==> src/rtl/row_pixel_fetcher.sv <==
// row_pixel_fetcher: reads one display row from the frame-buffer RAM, expands
// each 8-bit colour component to a 12-bit grayscale word and streams 48
// left/right word pairs to the TLC5941 shifter over valid/ready.
// Build option: define GAMMA_EN to use the squared (gamma) curve instead of
// linear bit replication. Latency is the same either way.

// Per-side conversion lane: picks the colour component named by the tag,
// converts it, and registers the result when the RAM data stage is valid.
module row_pixel_fetcher_lane #(
    parameter int VEC_W = 12
) (
    input  logic             pixel_clock,
    input  logic             reset,
    input  logic             load,
    input  logic [1:0]       color,
    input  logic [23:0]      rgb,
    output logic [VEC_W-1:0] word
);
    logic [7:0]       x;
    logic [VEC_W-1:0] conv;

    // Component select: R sits in the top byte of each side's 24 bits.
    always_comb begin
        unique case (color)
            2'd0:    x = rgb[23:16];
            2'd1:    x = rgb[15:8];
            default: x = rgb[7:0];
        endcase
    end

`ifdef GAMMA_EN
    logic [15:0] sq;
    assign sq   = {8'd0, x} * {8'd0, x};
    assign conv = VEC_W'(sq >> 4);
`else
    assign conv = {x, x[7:4]};
`endif

    // Conversion register stage, present in both builds.
    always_ff @(posedge pixel_clock or posedge reset) begin
        if (reset)     word <= '0;
        else if (load) word <= conv;
    end
endmodule

module row_pixel_fetcher #(
    parameter int ROWS = 6
) (
    input  logic        pixel_clock,
    input  logic        reset,
    input  logic        row_start,
    input  logic [2:0]  row_sel,
    output logic        fb_en,
    output logic [6:0]  fb_addr,
    input  logic [47:0] fb_rdata,
    output logic        word_valid,
    input  logic        word_ready,
    output logic [11:0] word_l,
    output logic [11:0] word_r,
    output logic        word_last,
    output logic        busy,
    output logic        row_done,
    output logic        row_err
);
    localparam int NUM_LANES = 2;   // lane 0 = left column, lane 1 = right
    localparam int VEC_W     = 12;
    localparam int STAGES    = 2;   // RAM data stage, conversion register
    localparam int DEPTH     = 4;

    localparam logic [1:0] IDLE  = 2'd0;
    localparam logic [1:0] FETCH = 2'd1;
    localparam logic [1:0] DRAIN = 2'd2;

    typedef struct packed {
        logic [NUM_LANES-1:0][VEC_W-1:0] word;
        logic                            last;
    } pair_t;

    logic [1:0]  state;
    logic [2:0]  row_q;
    logic [5:0]  w;
    logic        req_ok;
    logic        issue;
    logic [1:0]  inflight;

    logic [STAGES:1] vld_pipe;
    logic [STAGES:1] last_pipe;
    logic [1:0]      color_d;
    logic [NUM_LANES-1:0][VEC_W-1:0] conv_word;

    pair_t       fifo_mem [DEPTH];
    pair_t       head;
    logic [1:0]  wr_ptr;
    logic [1:0]  rd_ptr;
    logic [2:0]  fifo_cnt;
    logic        push;
    logic        pop;

    assign req_ok = ({29'd0, row_sel} < 32'(ROWS));

    // Reads issued but not yet in the FIFO: data stage + conversion stage.
    // Counting them against free FIFO space means the FIFO can never overflow,
    // and with a consumer that never stalls the sum settles at 3, so a read
    // goes out every cycle.
    assign inflight = 2'(vld_pipe[1]) + 2'(vld_pipe[2]);
    assign issue    = (state == FETCH) && ((4'(fifo_cnt) + 4'(inflight)) < 4'd4);

    // The read port is driven straight from registered state (no input paths).
    assign fb_en   = issue;
    assign fb_addr = issue ? {row_q, w[3:0]} : 7'd0;

    // Row FSM: latch row, walk w = 0..47, wait for the last pair to leave.
    always_ff @(posedge pixel_clock or posedge reset) begin
        if (reset) begin
            state <= IDLE;
            row_q <= '0;
            w     <= '0;
        end else begin
            unique case (state)
                IDLE: begin
                    if (row_start && req_ok) begin
                        state <= FETCH;
                        row_q <= row_sel;
                        w     <= '0;
                    end
                end
                FETCH: begin
                    if (issue) begin
                        w <= w + 6'd1;
                        if (w == 6'd47) state <= DRAIN;
                    end
                end
                DRAIN: begin
                    if (pop && head.last) state <= IDLE;
                end
                default: state <= IDLE;
            endcase
        end
    end

    // Valid/last shift register and colour tag riding along with each read.
    always_ff @(posedge pixel_clock or posedge reset) begin
        if (reset) begin
            vld_pipe  <= '0;
            last_pipe <= '0;
            color_d   <= '0;
        end else begin
            vld_pipe  <= {vld_pipe[STAGES-1:1], issue};
            last_pipe <= {last_pipe[STAGES-1:1], issue && (w == 6'd47)};
            color_d   <= w[5:4];
        end
    end

    for (genvar i = 0; i < NUM_LANES; i++) begin : g_lane
        row_pixel_fetcher_lane #(
            .VEC_W(VEC_W)
        ) u_lane (
            .pixel_clock(pixel_clock),
            .reset      (reset),
            .load       (vld_pipe[1]),
            .color      (color_d),
            .rgb        (fb_rdata[24*i +: 24]),
            .word       (conv_word[i])
        );
    end

    assign push = vld_pipe[STAGES];
    assign pop  = (fifo_cnt != 3'd0) && word_ready;
    assign head = fifo_mem[rd_ptr];

    // Output FIFO storage and pointers; push and pop together leave the count alone.
    always_ff @(posedge pixel_clock or posedge reset) begin
        if (reset) begin
            for (int i = 0; i < DEPTH; i++) fifo_mem[i] <= '0;
            wr_ptr   <= '0;
            rd_ptr   <= '0;
            fifo_cnt <= '0;
        end else begin
            if (push) begin
                fifo_mem[wr_ptr] <= '{word: conv_word, last: last_pipe[STAGES]};
                wr_ptr           <= wr_ptr + 2'd1;
            end
            if (pop) rd_ptr <= rd_ptr + 2'd1;
            unique case ({push, pop})
                2'b10:   fifo_cnt <= fifo_cnt + 3'd1;
                2'b01:   fifo_cnt <= fifo_cnt - 3'd1;
                default: fifo_cnt <= fifo_cnt;
            endcase
        end
    end

    // Fall-through head; zeroed when empty so idle outputs match reset.
    assign word_valid = (fifo_cnt != 3'd0);
    assign word_l     = word_valid ? head.word[0] : '0;
    assign word_r     = word_valid ? head.word[1] : '0;
    assign word_last  = word_valid && head.last;
    assign busy       = (state != IDLE);

    // Status pulses: done after the last transfer, error on a bad idle request.
    always_ff @(posedge pixel_clock or posedge reset) begin
        if (reset) begin
            row_done <= 1'b0;
            row_err  <= 1'b0;
        end else begin
            row_done <= (state == DRAIN) && pop && head.last;
            row_err  <= row_start && (state == IDLE) && !req_ok;
        end
    end
endmodule

==> config.mk <==
export PLATFORM = sky130hd
export DESIGN_NAME = row_pixel_fetcher
export DESIGN_NICKNAME = d
export VERILOG_FILES = /design/src/rtl/row_pixel_fetcher.sv
export SDC_FILE = /design/constraint.sdc
export NUM_CORES = 1
export LEC_CHECK = 0
export ABC_AREA = 0
export BUFFER_PORTS_ARGS = -buffer_cell sky130_fd_sc_hd__clkbuf_2
export CORE_MARGIN = 4
export CORE_UTILIZATION = 45
export DETAILED_ROUTE_END_ITERATION = 7
export PLACE_DENSITY = 0.74
export SETUP_SLACK_MARGIN = 0.5
export SYNTH_ARGS = -nofsm -noshare
export SYNTH_HDL_FRONTEND = slang
export SYNTH_HIERARCHICAL = 1
export SYNTH_SLANG_ARGS = --single-unit
==> constraint.sdc <==
create_clock -name pixel_clock -period 5.1 [get_ports pixel_clock]
set_clock_uncertainty 0.15 [all_clocks]
set_input_delay 0.765 -clock pixel_clock [delete_from_list [all_inputs] [get_ports pixel_clock]]
set_output_delay 0.765 -clock pixel_clock [all_outputs]
set_load 0.02 [all_outputs]
Word level (Yosys, flattened, before mapping):

Index checks and enable logic that the tools add are counted.
Widths: inputs -> output; s select.

* latch bits: 0
* bits of input ports: 55
* bits in registers: 150
* ROM bits: 0
* memory bits (writable): 0
* memories kept: 0

* $add $sub $neg: 7
* bitwise operators: 2
* reduce and logical (&&, ||, !) cells: 21
* magnitude comparators: 5
* $mul: 0
* multiplexer cells: 20
* equality and inequality tests: 10
* divide/modulo/power cells: 0
* shift-type cells: 0

Operator list (number)
* $bwmux 100: 1
* $mux 25: 3
* $bmux 25 s2: 1
* $demux 25 s2: 1
* $pmux 8 s2: 2
* $mux 12: 2
* $mux 6: 2
* $pmux 6 s2: 1
* $logic_and 1x1->1: 11
* $mux 2: 4
* $mux 7: 1
* $add 6x1->6 const B: 1
* $eq 2x1->1 const B: 3
* $eq 6x6->1 const B: 1
* $ge 3x3->1 const B: 2
* $ne 2x2->1 const B: 3
* $not 2->3: 2
* $pmux 2 s3: 1
* $pmux 3 s2: 1
* $reduce_bool 2->1: 3
* $add 2x1->2 const B: 2
* $add 3x2->4: 1
* $eq 2x2->1 const B: 2
* $logic_not 2->1: 2
* 12 further kinds: 12

Longest topological paths before layout:

* depth after elaboration: 7
* mapped depth: 9
* mapped depth without buffers: 8

Hierarchy:

The synthesis kept the hierarchy.

By module, submodules not included
* row_pixel_fetcher: times used 1, area an instance 5748.0 um^2, sequential area each 3153.0 um^2, cells each 383
* row_pixel_fetcher_lane: times used 2, area an instance 559.3 um^2, sequential area each 200.2 um^2, cells each 50

Least setup slack after synthesis:

No wires, ideal clock.

* path type: register -> output
* start: reg vld_pipe[1] (netlist bit)
* end: out fb_addr[0]
* data arrival time: 1.933 ns
* path slack: 2.252 ns
* cell stages (with the launch flop): 6
* data required time: 4.185 ns
* buffers on the path: 1
* cells stage by stage: dfrtp_1 ha_1 a21o_4 a211oi_2 buf_2 and2_1

* longest elaborated chain between the ends: 5

RTL lines
* start: declaration: RTL line 86 `logic [STAGES:1] vld_pipe;`
* start signal: assignment: RTL line 148 `vld_pipe <= {vld_pipe[STAGES-1:1], issue};`
* $add 1x1->2: RTL line 105 `assign inflight = 2'(vld_pipe[1]) + 2'(vld_pipe[2]);`
* $add 3x2->4: RTL line 106 `assign issue = (state == FETCH) && ((4'(fifo_cnt) + 4'(inflight)) < 4'd4);`
* $lt 4x3->1: RTL line 106
* $logic_and 1x1->1: RTL line 106
* net fb_en: RTL line 53 `output logic fb_en,`
* $mux 7: RTL line 110 `assign fb_addr = issue ? {row_q, w[3:0]} : 7'd0;`
* end: declaration: RTL line 54 `output logic [6:0] fb_addr,`

The timed path passes the listed nets, and every way through them passes these cells.

Final worst setup path:

* start: reg vld_pipe[1] (netlist bit)
* end: out fb_addr[3]

* longest elaborated chain between the ends: 5

RTL lines (RTL line)
* $add 1x1->2: 105
* $add 3x2->4: 106
* $lt 4x3->1: 106
* $logic_and 1x1->1: 106
* $mux 7: 110

No other way between the ends.

==> reports/qor.yml <==
synth_edf_count: 0
p_sw_share_pct: 34.9
ys_ff_latch: 142
r2r-end: "fifo_cnt[2]"
power_leakage_nw: 3.72
cts_tree: "yes"
maxSlewViolCount: 0
yosysMostFrequentCell: "dfrtp_1"
hold_violations: 0
yosysSeqAreaShare_pct: 51.7
synth_top_family_by_area: "multiplexers"
crit_fanout: 36
tightest_slew_ns: 1.03
irDropWorstVdd_mv: 0.362
die_area_um2: 17300
clkSinkCount: 142
synth_top_area_share_pct: 51.7
required_ns: 4.18
cp.arrival_ns: 2.68
cp-start-kind: "flip-flop"
slew-limit-headroom_pct: 31.1
initialDrtViolationCount: 235
reg2reg_setup_slack_ns: 2.12
max_freq_mhz: 278
synth-simple-area-share_pct: 8.05
top_layer_used: "met4"
period_share_pct: 70.6
clk_pin_slew_worst_paths_ns: 0.06
drc: 0
r2r_cells: 8
first_global_vias: 4591
setup_viol: 0
antenna_found_initial: 0
wl_met3_um: 428
clk_path_buf_depth: 2
async_flop_share_pct: 100
synth_xor_xnor_area_share_pct: 0.765
die_w_um: 132
switching_power_mw: 2.06
hold_start: "last_pipe[1]"
grt_overflow: 0
core_um2: 14800
status: "completed"
grtUsageTotal_pct: 17.1
vias: 4099
ctsResizeCount: 0
synthCells: 483
p_comb_share_pct: 40.1
synth_fa_ha_area_share_pct: 1.57
cp-endpoint: "fb_addr[3]"
synth_top_area_cell: "dfrtp_1"
wl_met2_mm: 7.54
postCtsHoldBufs: 0
netlist_top_cells_count: "142 x dfrtp_1, 101 x mux2_2, 35 x and2_1"
vias_per_cell: 5.37
rsz0062_at_grt: "false"
end_kind: "output port"
die_h_um: 132
min_period_ns: 3.60
place.detailed.hpwl_mm: 9.50
path_class: "reg -> out"
share_clk_of_total_power_pct: 23.9
portBuffers: 91
pre_cts_ws_ns: 1.95
cts_root_buf: "clkbuf_16"
io_pins: 92
grt_pass1_wl_mm: 23.6
power_density_nw_per_um2: 734
insertion_delay_ns: 0.41
internal_power_mw: 3.85
row_count: 44
initial_utilization_pct: 46.5
cts_setup_buffers: 0
reg2reg_from: "fifo_cnt[2]"
startpoint: "vld_pipe[1]"
maxCapViolCount: 0
met1Wirelength_mm: 6.08
num_antenna_cells: 0
yosys_most_used_dff: "dfrtp_1"
seq_power_share_pct: 36.0
wl_mm: 14.2
synth_compound_gate_area_share_pct: 5.28
cts_buffers: 17
yosysWarnings: 6
finalSetupTns_ns: 0
drive_above_1_share_pct: 48.7
htreeDepth: 4
grt_start_max_net_pins: 47
synth.distinct_cells: 35
postRouteAntennaNets: 0
gp_congestion: 0.735
synthMuxAreaShare_pct: 28.1
wl_per_cell_um: 18.6
area_growth_syn_to_layout_pct: 17.2
yosys-top-cells-area: "dfrtp_1 52%, mux2_2 17%, mux4_2 8.2%, mux2i_1 3.4%, and2_1 3.2%"
drtPass1Iterations: 5
hold_path.class: "reg -> reg"
syn_avg_cell_area_um2: 14.2
nets: 629
syn_nets: 546
final.setup.worst_slack_ns: 1.50
synth_area_um2: 6870
-- cells by family (layout without fill, tap and decap cells) --
family                   Yosys count  after routing
AND/OR/NAND/NOR                   94             94
multiplexers                     149            149
adder cells (fa/ha/maj)            8              8
buffers and inverters             49            145
AO/OA/AOI/OAI                     35             35
XOR/XNOR                           6              6
flip-flops                       142            142
-- layer usage --
layer,global-route usage (%),up-vias
met2,29.1,70
met4,5.13,0
met1,21.4,2116
li1,-,1900
met3,4.59,13
met5,0,-
-- layout by cell type, fill, tap and decap left out, drive strengths merged, types with 7 or more instances in the layout --
cell / instances
nand2b: 20
and2: 35
clkbuf: 112
ha: 7
mux2i: 23
mux2: 101
buf: 10
nand3: 20
inv: 12
dfrtp: 142
mux4: 25
o211ai: 16
o21ai: 7
-- power by group through the flow --
stage | sequential [mW] | clock (mW) | combinational (mW)
after floorplan | 1.90 | 0 | 2.07
after global placement | 2.10 | 0 | 2.33
after detailed placement | 2.14 | 0 | 2.40
after CTS | 2.13 | 1.43 | 2.42
after global routing | 2.21 | 1.49 | 2.59
final | 2.13 | 1.41 | 2.37
-- critical path, stage by stage (launching register included) --
cell      delay [ns]
dfrtp_1         0.33
buf_4           0.32
ha_1            0.30
a21o_4          0.25
a211oi_2        0.67
and2_1          0.23
clkbuf_2        0.17
-- flip-flops by register name (all words and copies together) (netlist names) --
name	flops
fifo_cnt	3
last_pipe	2
row_err	1
rd_ptr	2
row_q	3
vld_pipe	2
g_lane.u_lane/word	16
wr_ptr	2
row_done	1
w	6
state	2
fifo_mem	100
color_d	2
-- how the worst min path moves through the flow --
stage,to,cells past startpoint,slack [ns]
finish,last_pipe[2],0,0.21
floorplan,last_pipe[2],0,0.18
global route,last_pipe[2],0,0.22
global placement,last_pipe[2],0,0.19
CTS,last_pipe[2],0,0.21
detailed placement,last_pipe[2],0,0.20
-- cell type report --
class,instances,area (um^2)
well taps,184,230
fillers,1244,6710
inverters,12,47.5
repair buffers,101,531
clock buffers,21,470
multi-input cells,292,3010
flip-flops and latches,142,3550
clock inverters,11,210
-- metrics by stage --
stage	cell area [um^2]	cells	hold WS, ns	power [mW]	util [%]
after floorplan	6870	483	0.181	3.96	-
after global placement	7370	731	0.189	4.43	49.9
after detailed placement	7370	731	0.196	4.54	49.9
after CTS	8050	763	0.209	5.98	54.6
after global routing	8050	763	0.218	6.29	54.6
final	8050	763	0.208	5.91	54.6
Note: power is estimated with default switching activity, not from simulation.
